**config.mk**
```make
export PLATFORM = sky130hd
export DESIGN_NAME = shared_mem_arbiter
export DESIGN_NICKNAME = d
export VERILOG_FILES = /design/src/rtl/shared_mem_arbiter.sv
export SDC_FILE = /design/constraint.sdc
export NUM_CORES = 1
export LEC_CHECK = 0
export ABC_AREA = 1
export CAP_MARGIN = 20
export CORE_ASPECT_RATIO = 0.75
export CORE_MARGIN = 5
export CORE_UTILIZATION = 44
export DETAILED_ROUTE_END_ITERATION = 12
export HOLD_SLACK_MARGIN = 0.08
export MAX_ROUTING_LAYER = met4
export PLACE_DENSITY_LB_ADDON = 0.3
export SYNTH_ARGS = -nofsm -noshare
export SYNTH_HDL_FRONTEND = slang
export SYNTH_SLANG_ARGS = --single-unit
```
**constraint.sdc**
```tcl
create_clock -name clk -period 3.7 [get_ports clk]
set_clock_uncertainty 0.2 [all_clocks]
set_input_delay 0.74 -clock clk [delete_from_list [all_inputs] [get_ports clk]]
set_output_delay 0.74 -clock clk [all_outputs]
set_load 0.02 [all_outputs]
```
**src/rtl/shared_mem_arbiter.sv**
```systemverilog
// -----------------------------------------------------------------------------
// shared_mem_arbiter
//
// Lets NUM_CORES core memory stages share one single-port data memory.
// Requests are arbitrated round-robin, and only one access is in flight at a
// time. A write completes when it is granted. A read is returned to its owner
// MEM_LAT cycles after the memory strobe, plus one cycle to register the data.
//
// Ports
//   clk, rst_n     clock, synchronous active-low reset
//   core_req       per-core request, held until core_gnt (write) / core_rvalid (read)
//   core_we        per-core write flag (1 = write, 0 = read)
//   core_mask      per-core byte-enable mask, core i at [4i+3:4i]
//   core_addr      per-core byte address, core i at [32i+31:32i]
//   core_wdata     per-core write data, same packing as core_addr
//   core_gnt       one-hot pulse: the owner's request was issued to memory
//   core_rvalid    one-hot pulse: core_rdata carries the owner's read data
//   core_rdata     registered read data, shared by all cores
//   mem_en/we/mask/addr/wdata  memory command, all zero when mem_en is low
//   mem_rdata      memory read data, valid MEM_LAT cycles after mem_en
//   busy           high whenever an access is being arbitrated out or is in flight
// -----------------------------------------------------------------------------
module shared_mem_arbiter #(
  parameter int NUM_CORES = 2,
  parameter int MEM_LAT   = 1
) (
  input  logic                    clk,
  input  logic                    rst_n,
  input  logic [NUM_CORES-1:0]    core_req,
  input  logic [NUM_CORES-1:0]    core_we,
  input  logic [NUM_CORES*4-1:0]  core_mask,
  input  logic [NUM_CORES*32-1:0] core_addr,
  input  logic [NUM_CORES*32-1:0] core_wdata,
  output logic [NUM_CORES-1:0]    core_gnt,
  output logic [NUM_CORES-1:0]    core_rvalid,
  output logic [31:0]             core_rdata,
  output logic                    mem_en,
  output logic                    mem_we,
  output logic [3:0]              mem_mask,
  output logic [31:0]             mem_addr,
  output logic [31:0]             mem_wdata,
  input  logic [31:0]             mem_rdata,
  output logic                    busy
);

  localparam int OW = (NUM_CORES > 1) ? $clog2(NUM_CORES) : 1;
  localparam int CW = $clog2(MEM_LAT + 1);

  typedef enum logic [1:0] {
    S_IDLE,
    S_ISSUE,
    S_WAIT,
    S_RESP
  } state_t;

  state_t          state_q, state_d;
  logic [OW-1:0]   rr_ptr_q, rr_ptr_d;
  logic [OW-1:0]   owner_q, owner_d;
  logic            we_q, we_d;
  logic [3:0]      mask_q, mask_d;
  logic [31:0]     addr_q, addr_d;
  logic [31:0]     wdata_q, wdata_d;
  logic [CW-1:0]   cnt_q, cnt_d;
  logic [31:0]     rdata_q, rdata_d;

  // Round-robin winner: first requester found scanning upward from rr_ptr.
  logic            win_found;
  logic [OW-1:0]   win_idx;
  logic            sel_we;
  logic [3:0]      sel_mask;
  logic [31:0]     sel_addr;
  logic [31:0]     sel_wdata;

  // NOTE: every signal assigned in an always_comb gets a default value first,
  // so no path through the block can leave it unassigned and infer a latch.
  always_comb begin
    int      idx;
    logic [OW-1:0] cand;
    win_found = 1'b0;
    win_idx   = '0;
    idx       = 0;
    cand      = '0;
    for (int i = 0; i < NUM_CORES; i++) begin
      idx = int'(rr_ptr_q) + i;
      if (idx >= NUM_CORES) idx = idx - NUM_CORES;
      cand = OW'(idx);
      if (!win_found && core_req[cand]) begin
        win_found = 1'b1;
        win_idx   = cand;
      end
    end
  end

  always_comb begin
    sel_we    = 1'b0;
    sel_mask  = '0;
    sel_addr  = '0;
    sel_wdata = '0;
    for (int i = 0; i < NUM_CORES; i++) begin
      if (win_idx == OW'(i)) begin
        sel_we    = core_we[i];
        sel_mask  = core_mask[4*i +: 4];
        sel_addr  = core_addr[32*i +: 32];
        sel_wdata = core_wdata[32*i +: 32];
      end
    end
  end

  // Next-state and output logic. Outputs depend only on registered state, so
  // nothing on the core or memory side sees a combinational path from inputs.
  always_comb begin
    state_d     = state_q;
    rr_ptr_d    = rr_ptr_q;
    owner_d     = owner_q;
    we_d        = we_q;
    mask_d      = mask_q;
    addr_d      = addr_q;
    wdata_d     = wdata_q;
    cnt_d       = cnt_q;
    rdata_d     = rdata_q;
    core_gnt    = '0;
    core_rvalid = '0;
    mem_en      = 1'b0;
    mem_we      = 1'b0;
    mem_mask    = '0;
    mem_addr    = '0;
    mem_wdata   = '0;

    case (state_q)
      S_IDLE: begin
        // Payload is captured here once; later changes on the core side
        // cannot disturb the access in flight.
        if (win_found) begin
          owner_d = win_idx;
          we_d    = sel_we;
          mask_d  = sel_mask;
          addr_d  = sel_addr;
          wdata_d = sel_wdata;
          state_d = S_ISSUE;
        end
      end

      S_ISSUE: begin
        mem_en            = 1'b1;
        mem_we            = we_q;
        mem_mask          = mask_q;
        mem_addr          = addr_q;
        mem_wdata         = wdata_q;
        core_gnt[owner_q] = 1'b1;
        rr_ptr_d          = (owner_q == OW'(NUM_CORES - 1)) ? '0 : owner_q + OW'(1);
        if (we_q) begin
          state_d = S_IDLE;
        end else begin
          cnt_d   = CW'(MEM_LAT);
          state_d = S_WAIT;
        end
      end

      S_WAIT: begin
        // The counter reaches 1 in the cycle the memory data is valid.
        cnt_d = cnt_q - CW'(1);
        if (cnt_q == CW'(1)) begin
          rdata_d = mem_rdata;
          state_d = S_RESP;
        end
      end

      S_RESP: begin
        core_rvalid[owner_q] = 1'b1;
        state_d              = S_IDLE;
      end

      default: state_d = S_IDLE;
    endcase
  end

  // NOTE: sequential state uses non-blocking assignments so every register
  // samples the pre-edge values, independent of statement order.
  always_ff @(posedge clk) begin
    if (!rst_n) begin
      state_q  <= S_IDLE;
      rr_ptr_q <= '0;
      owner_q  <= '0;
      we_q     <= 1'b0;
      mask_q   <= '0;
      addr_q   <= '0;
      wdata_q  <= '0;
      cnt_q    <= '0;
      rdata_q  <= '0;
    end else begin
      state_q  <= state_d;
      rr_ptr_q <= rr_ptr_d;
      owner_q  <= owner_d;
      we_q     <= we_d;
      mask_q   <= mask_d;
      addr_q   <= addr_d;
      wdata_q  <= wdata_d;
      cnt_q    <= cnt_d;
      rdata_q  <= rdata_d;
    end
  end

  assign core_rdata = rdata_q;
  assign busy       = (state_q != S_IDLE);

endmodule

```
==> summary.txt, run 1 <==
GRT
  – First-pass GRT wire length: ~28000 µm
  – Initial antenna violation count: 0
  – Vias in the first global route: roughly 5700
  – Largest net degree at the start of global routing: approximately 70
  – Tot GR Track Use: a little under a quarter
  – Grt ovf: 0

STA
  – Worst-margin pin slew: roughly 0.69 ns
  – Final hold violation count: 0
  – Max-slew violation count: 0
  – Fin Setup TNS: 0 ns
  – Final setup violation count: 0
  – RSZ-0062 raised after global routing: no
  – Final worst path period share: between 90 and 100%
  – Tightest slew margin relative to the limit: a little over half
  – Period minus WS final: between 3 and 4 ns
  – FMAX: about 300 MHz

Critical path
  – Worst Path Arrival: roughly 2.4 ns
  – Crit. End Element: primary output
  – Startpoint class of the critical path: flop
  – WP data required: roughly 2.8 ns
  – Critical path peak fanout: 45
  – Crit path kind: reg2out

CTS
  – Clk Latency, worst-skew pair: ~0.35 ns
  – Post-CTS Resized: 0
  – Clock transition at path regs: about 0.070 ns
  – H-Tree Depth: 3
  – CTS Hold Bufs: 0
  – Num CTS Buffers: 9
  – # Post-CTS Setup Buffers: 0
  – CTS tree: done
  – Clk sink count: around 110
  – Worst-case clock buffer depth: 2
  – Clk root buf: clkbuf_16

Die
  – Std-Cell Rows: 35
  – I/O Pins: between 200 and 300
  – Die area: between 10000 and 15000 µm²
  – Die W: ~140 µm
  – Initial Util: between 40 and 50%
  – Core area: about 12000 µm²
  – Die Y: between 100 and 150 µm

Final layout
  – Share of cells above drive strength 1: 3.18%
  – Net count, final: roughly 1300
  – Register area: roughly 2100 µm²
  – Commonest non-fill, non-tap cell in the layout: nand2_1
  – Area growth from synthesis to layout: 54.7%
  – Ant. Diodes: 0
  – Fill count: roughly 1100
  – Post-layout instance area: about 8500 µm²
  – Multi-input gate area: 2620 µm²
  – Most frequent cells in the layout: nand2_1, clkdlybuf4s50_1, nor2_1, inv_1, dfxtp_1
  – Final core utilization: a little over two thirds

Drt
  – Drt pass-1 iters: 5
  – Starting DRT DRC Count: between 300 and 400
  – DRT antenna net count: 0
  – DR WL/cell: between 10 and 15 µm
  – Vias: slightly above 6000
  – WL final: between 15000 and 20000 µm
  – # DRC: 0
  – Via density: 4.60

Power and ir drop
  – Pint: 0.00237 W
  – Pwr/cell area: around 430 nW/µm²
  – Clock power frac: between 20% and 30%
  – Maximum vdd drop: between 200 and 300 µV
  – Comb pwr share: a little under two fifths
  – Sequential share of power: about 38%
  – NetSw: ~0.0013 W
  – Pwr Total: ~0.0036 W
  – P_leak: 3.88 nW
  – Sw frac: 34.9%

Place
  – Port Buffers: 280
  – HPWL Detailed: between 10000 and 15000 µm
  – Routability cong.: 0.880
  – Placed cell areas: slightly above 8000 µm²

Synth
  – Syn Std Cell Area: approximately 5500 µm²
  – Post-Syn Nets: roughly 1100
  – Yosys Warn Count: 0
  – Leading area contributor after synthesis: dfxtp_1
  – Post-synthesis cell count: 923
  – Post-synth EDFFs: 0
  – Sequential element share of the synthesized area: 38.4%
  – FF+latch count, synth: around 110
  – Synth top area share: between 30% and 40%
  – Post-Syn Area per Cell: about 6 µm²
  – Count of different cell masters after synthesis: 20
  – Main area contributors after synthesis: dfxtp_1, nand2_1, nor2_1
  – FFs w/ async S/R, synth: 0%
  – Top FF cell, synth: dfxtp_1

Outcome
  – Status: finished, final reports clean

Hold path
  – Worst hold-check path type: reg2reg

Flow run
  – MaxCap Viol Count: 0
## cell families after synthesis
logic type	after synthesis	share of synthesized area [%]
AO/OA/AOI/OAI	70	6.44
buffers and inverters	176	14.3
flip-flops	106	38.4
AND/OR/NAND/NOR	571	40.8
## critical path, cell delays in order, from the launching register on
cell and delay, ns:
dfxtp_1 0.37, inv_2 0.11, nand2_2 0.36, buf_12 0.34, nor2_1 0.21, clkdlybuf4s50_1 0.65
## sequential cells by signal, summed over array words and instances, names as in the netlist, named ones only
register and cells:
mask_q 4, owner_q 1, we_q 1, rr_ptr_q 1, addr_q 32, cnt_q 1, wdata_q 32, state_q 1
core_rdata 32
## Yosys cell counts (2+ instances only)
master,n
a21oi_1,33
buf_2,27
buf_4,11
buf_6,7
clkbuf_1,19
dfxtp_1,106
inv_1,108
inv_2,4
nand2_1,282
nand3_1,71
nor2_1,212
nor3_1,2
o21ai_0,16
o21ai_1,19
## cell type report
type / instances / share of cell area [%]
Clock buffer: 10 / 2.80
Clock inverter: 4 / 0.337
Inverter: 112 / 4.92
Multi-Input combinational cell: 641 / 30.7
Sequential cell: 106 / 24.9
Tap cell: 166 / 2.43
Timing Repair Buffer: 290 / 33.9
## per-stage QoR
step,setup WS (ns),instances,hold slack (ns)
after detailed placement,0.721,1315,0.235
after global placement,0.748,1315,0.230
after global routing,0.197,1329,0.272
after CTS,0.346,1329,0.244
after floorplan,1.70,923,0.251
final,0.348,1329,0.243
## power by group through the flow
stage                     Clock, W  Combinational [W]  Sequential, W
after floorplan                  0           0.000872        0.00141
after global placement           0            0.00134        0.00140
after detailed placement         0            0.00136        0.00141
after CTS                 0.000913            0.00137        0.00138
after global routing      0.000962            0.00153        0.00140
final                     0.000898            0.00136        0.00138
## worst paths after layout
kind	startpoint	endpoint	slack, ns	cells after the start
min reg2reg	core_rdata[23]$_SDFFE_PN0P_	core_rdata[23]$_SDFFE_PN0P_	0.24	2
max	flop	core_gnt[1]	0.35	5
max reg2reg	rr_ptr_q$_SDFFE_PN0N_	wdata_q[1]$_SDFFE_PN0P_	1.64	8
min	core_rdata[23]$_SDFFE_PN0P_	core_rdata[23]$_SDFFE_PN0P_	0.24	2
## layer usage
layer  vias up  share of wire, %  global-route usage, %  wire length, µm
li1       3217                 -                      -                -
met4         0               1.8                   6.70              310
met3        25               7.8                   6.73             1380
met5         -                 0                      -                0
met1      2680                44                   29.0             7730
met2       198                47                   38.3             8250
Note: power is estimated with default switching activity, not from simulation.
==> run 2, diff against run 1 <==
--- a/config.mk
+++ b/config.mk
@@ -6,7 +6,6 @@
 export NUM_CORES = 1
 export LEC_CHECK = 0
 export ABC_AREA = 1
-export CAP_MARGIN = 20
 export CORE_ASPECT_RATIO = 0.75
 export CORE_MARGIN = 5
 export CORE_UTILIZATION = 44
==> results of run 2 <==
The final DEF is identical to that of run 1; final timing and power are the same.
==> run 3, diff against run 2 <==
--- a/config.mk
+++ b/config.mk
@@ -11,7 +11,6 @@
 export CORE_UTILIZATION = 44
 export DETAILED_ROUTE_END_ITERATION = 12
 export HOLD_SLACK_MARGIN = 0.08
-export MAX_ROUTING_LAYER = met4
 export PLACE_DENSITY_LB_ADDON = 0.3
 export SYNTH_ARGS = -nofsm -noshare
 export SYNTH_HDL_FRONTEND = slang
==> run 3 against run 2 <==
Effect of this change:
- critical path type unchanged
- cell count did not move
- routed wire length rose by 0.24%
- critical endpoint unchanged
- register-to-register slack barely moved
==> summary.txt, run 3 (synthesized netlist as in run 1, its figures left out) <==
Outcome
  – Status: finished, final reports clean

Final layout
  – Commonest non-fill, non-tap cell in the layout: nand2_1
  – Post-layout instance area: 8540 µm² (unchanged)
  – Share of cells above drive strength 1: 3.18% (unchanged)
  – Net count, final: 1334 (unchanged)
  – Ant. Diodes: 0 (unchanged)
  – Area growth from synthesis to layout: 54.7% (unchanged)
  – Final non-filler cell total: 1329 (unchanged)
  – Most frequent cells in the layout: nand2_1, clkdlybuf4s50_1, nor2_1, inv_1, dfxtp_1

GRT
  – Initial antenna violation count: 0 (unchanged)
  – Tot GR Track Use: 22.9% (-0.68 points)
  – Largest net degree at the start of global routing: 71 (unchanged)
  – Grt ovf: 0 (unchanged)
  – Vias in the first global route: 5662 (-0.088%)
  – First-pass GRT wire length: 28100 µm (about the same)

Power and ir drop
  – Pwr/cell area: 426 nW/µm² (about the same)
  – Clock power frac: 24.7% (about the same)
  – Sequential share of power: 37.9% (about the same)
  – Comb pwr share: 37.4% (about the same)
  – Maximum vdd drop: 255 µV (-0.85%)
  – NetSw: 0.00127 W (about the same)
  – Pint: 0.00237 W (about the same)
  – P_leak: 3.88 nW (unchanged)
  – Sw frac: 35.0% (about the same)

Critical path
  – Critical path peak fanout: 45 (unchanged)
  – WP data required: 2.76 ns (about the same)
  – Worst R2R Path Depth: 8 (unchanged)
  – Crit path kind: reg2out
  – R2R Setup Slk: 1.63 ns (about the same)
  – Crit. End Element: primary output
  – Startpoint class of the critical path: flop
  – R2R Path End: wdata_q[1]$_SDFFE_PN0P_
  – Cell breakdown of the critical path: inv_2 -> nand2_2 -> buf_12 -> nor2_1 -> clkdlybuf4s50_1
  – Crit path capture: core_gnt[1]
  – Crit-path leading delay family: buffers and inverters
  – Worst r2r src: rr_ptr_q$_SDFFE_PN0N_
  – Worst Path Arrival: 2.40 ns (about the same)
  – Largest stage delay on the critical path: 0.65 ns (about the same)
  – Critical Path Stages: 5 (unchanged)
  – Cell with the largest stage delay on the worst path: clkdlybuf4s50_1
  – Buffer and inverter count on the worst path: 3 (unchanged)

Place
  – Placed cell areas: 8270 µm² (unchanged)
  – Routability cong.: 0.866 (-1.6%)
  – Port Buffers: 280 (unchanged)
  – Dpl ws: 0.721 ns (unchanged)
  – HPWL Detailed: 12800 µm (unchanged)
  – Cells after DPL: 1315 (unchanged)

Die
  – Std-Cell Rows: 35 (unchanged)
  – Core area: 12300 µm² (unchanged)
  – Die Y: 107 µm (unchanged)
  – Die W: 139 µm (unchanged)
  – Die area: 14900 µm² (unchanged)
  – Initial Util: 44.9% (unchanged)
  – I/O Pins: 281 (unchanged)

CTS
  – H-Tree Depth: 3 (unchanged)
  – CTS Hold Bufs: 0 (unchanged)
  – Clk Latency, worst-skew pair: 0.34 ns (about the same)
  – Worst-case clock buffer depth: 2 (unchanged)
  – CTS tree: done
  – Clk sink count: 106 (unchanged)
  – Num CTS Buffers: 9 (unchanged)
  – Clk root buf: clkbuf_16
  – Clock transition at path regs: 0.07 ns (about the same)
  – Post-CTS Resized: 0 (unchanged)
  – # Post-CTS Setup Buffers: 0 (unchanged)

STA
  – Period minus WS final: 3.34 ns (-0.00725 ns)
  – Max-slew violation count: 0 (unchanged)
  – Min Hold Slack: 0.243 ns (+0.000151 ns)
  – Final worst path period share: 90.4% (-0.20 points)
  – Final setup violation count: 0 (unchanged)
  – PnR worst setup slack: 0.356 ns (+0.00725 ns)
  – Tightest slew margin relative to the limit: 54.0% (+0.14 points)
  – FMAX: 299 MHz (+0.22%)
  – Fin Setup TNS: 0 ns (unchanged)
  – Worst-margin pin slew: 0.690 ns (-0.00207 ns)
  – RSZ-0062 raised after global routing: no
  – Final hold violation count: 0 (unchanged)

Hold path
  – Worst hold-check path type: reg2reg

Drt
  – WL final: 17700 µm (+0.24%)
  – DRT antenna net count: 0 (unchanged)
  – Starting DRT DRC Count: 377 (-1.3%)
  – # DRC: 0 (unchanged)
  – Vias: 6141 (+0.34%)
  – DR WL/cell: 13.3 µm (+0.24%)
  – Via density: 4.62 (+0.34%)
  – Drt pass-1 iters: 5 (unchanged)

Flow run
  – MaxCap Viol Count: 0 (unchanged)
## run 3: worst min path at each step
stage / start / to / slack, ns / cells past startpoint
6_report: core_rdata[23]$_SDFFE_PN0P_ / core_rdata[23]$_SDFFE_PN0P_ / 0.24 / 2
4_1_cts: core_rdata[26]$_SDFFE_PN0P_ / core_rdata[26]$_SDFFE_PN0P_ / 0.24 / 2
3_5_place_dp: core_rdata[26]$_SDFFE_PN0P_ / core_rdata[26]$_SDFFE_PN0P_ / 0.23 / 2
2_1_floorplan: cnt_q$_SDFFE_PN0P_ / cnt_q$_SDFFE_PN0P_ / 0.25 / 2
5_1_grt: core_rdata[20]$_SDFFE_PN0P_ / core_rdata[20]$_SDFFE_PN0P_ / 0.27 / 2
3_3_place_gp: core_rdata[26]$_SDFFE_PN0P_ / core_rdata[26]$_SDFFE_PN0P_ / 0.23 / 2
## run 3: routing by layer
layer  vias up  part of all wire [%]  GRT usage, %
met1      2686                    43          28.5
met3        26                   8.7          7.31
met2       209                    47          38.2
met5         -                     0             0
met4         0                   1.9          6.91
li1       3220                     -             -
## run 3: area by class of cell
class                   instances  area (µm²)
clock buffers                  10         239
clock inverters                 4        28.8
fillers                      1075        3770
inverters                     112         420
multi-input cells             641        2620
flip-flops and latches        106        2120
well taps                     166         208
repair buffers                290        2900
## run 3: worst reg2reg max path, stage by stage, from the launching register on
cell and delay, ns:
dfxtp_1 0.35, inv_2 0.06, nand2_4 0.22, nand3_2 0.18
nand2_4 0.36, buf_4 0.39, nand2_1 0.10, nand2_1 0.07
nor2_1 0.04
## run 3: power by group through the flow
stage | sequential [W] | clock [W] | combinational (W)
floorplan | 0.00141 | 0 | 0.000872
global placement | 0.00140 | 0 | 0.00134
detailed placement | 0.00141 | 0 | 0.00136
CTS | 0.00138 | 0.000913 | 0.00137
global route | 0.00140 | 0.000960 | 0.00153
finish | 0.00138 | 0.000898 | 0.00136
## run 3: metrics by stage
stage / utilization, % / total power [W]
finish: 69.4 / 0.00364
global route: 69.4 / 0.00389
CTS: 69.4 / 0.00366
detailed placement: 67.2 / 0.00277
global placement: 67.2 / 0.00274
floorplan: - / 0.00229
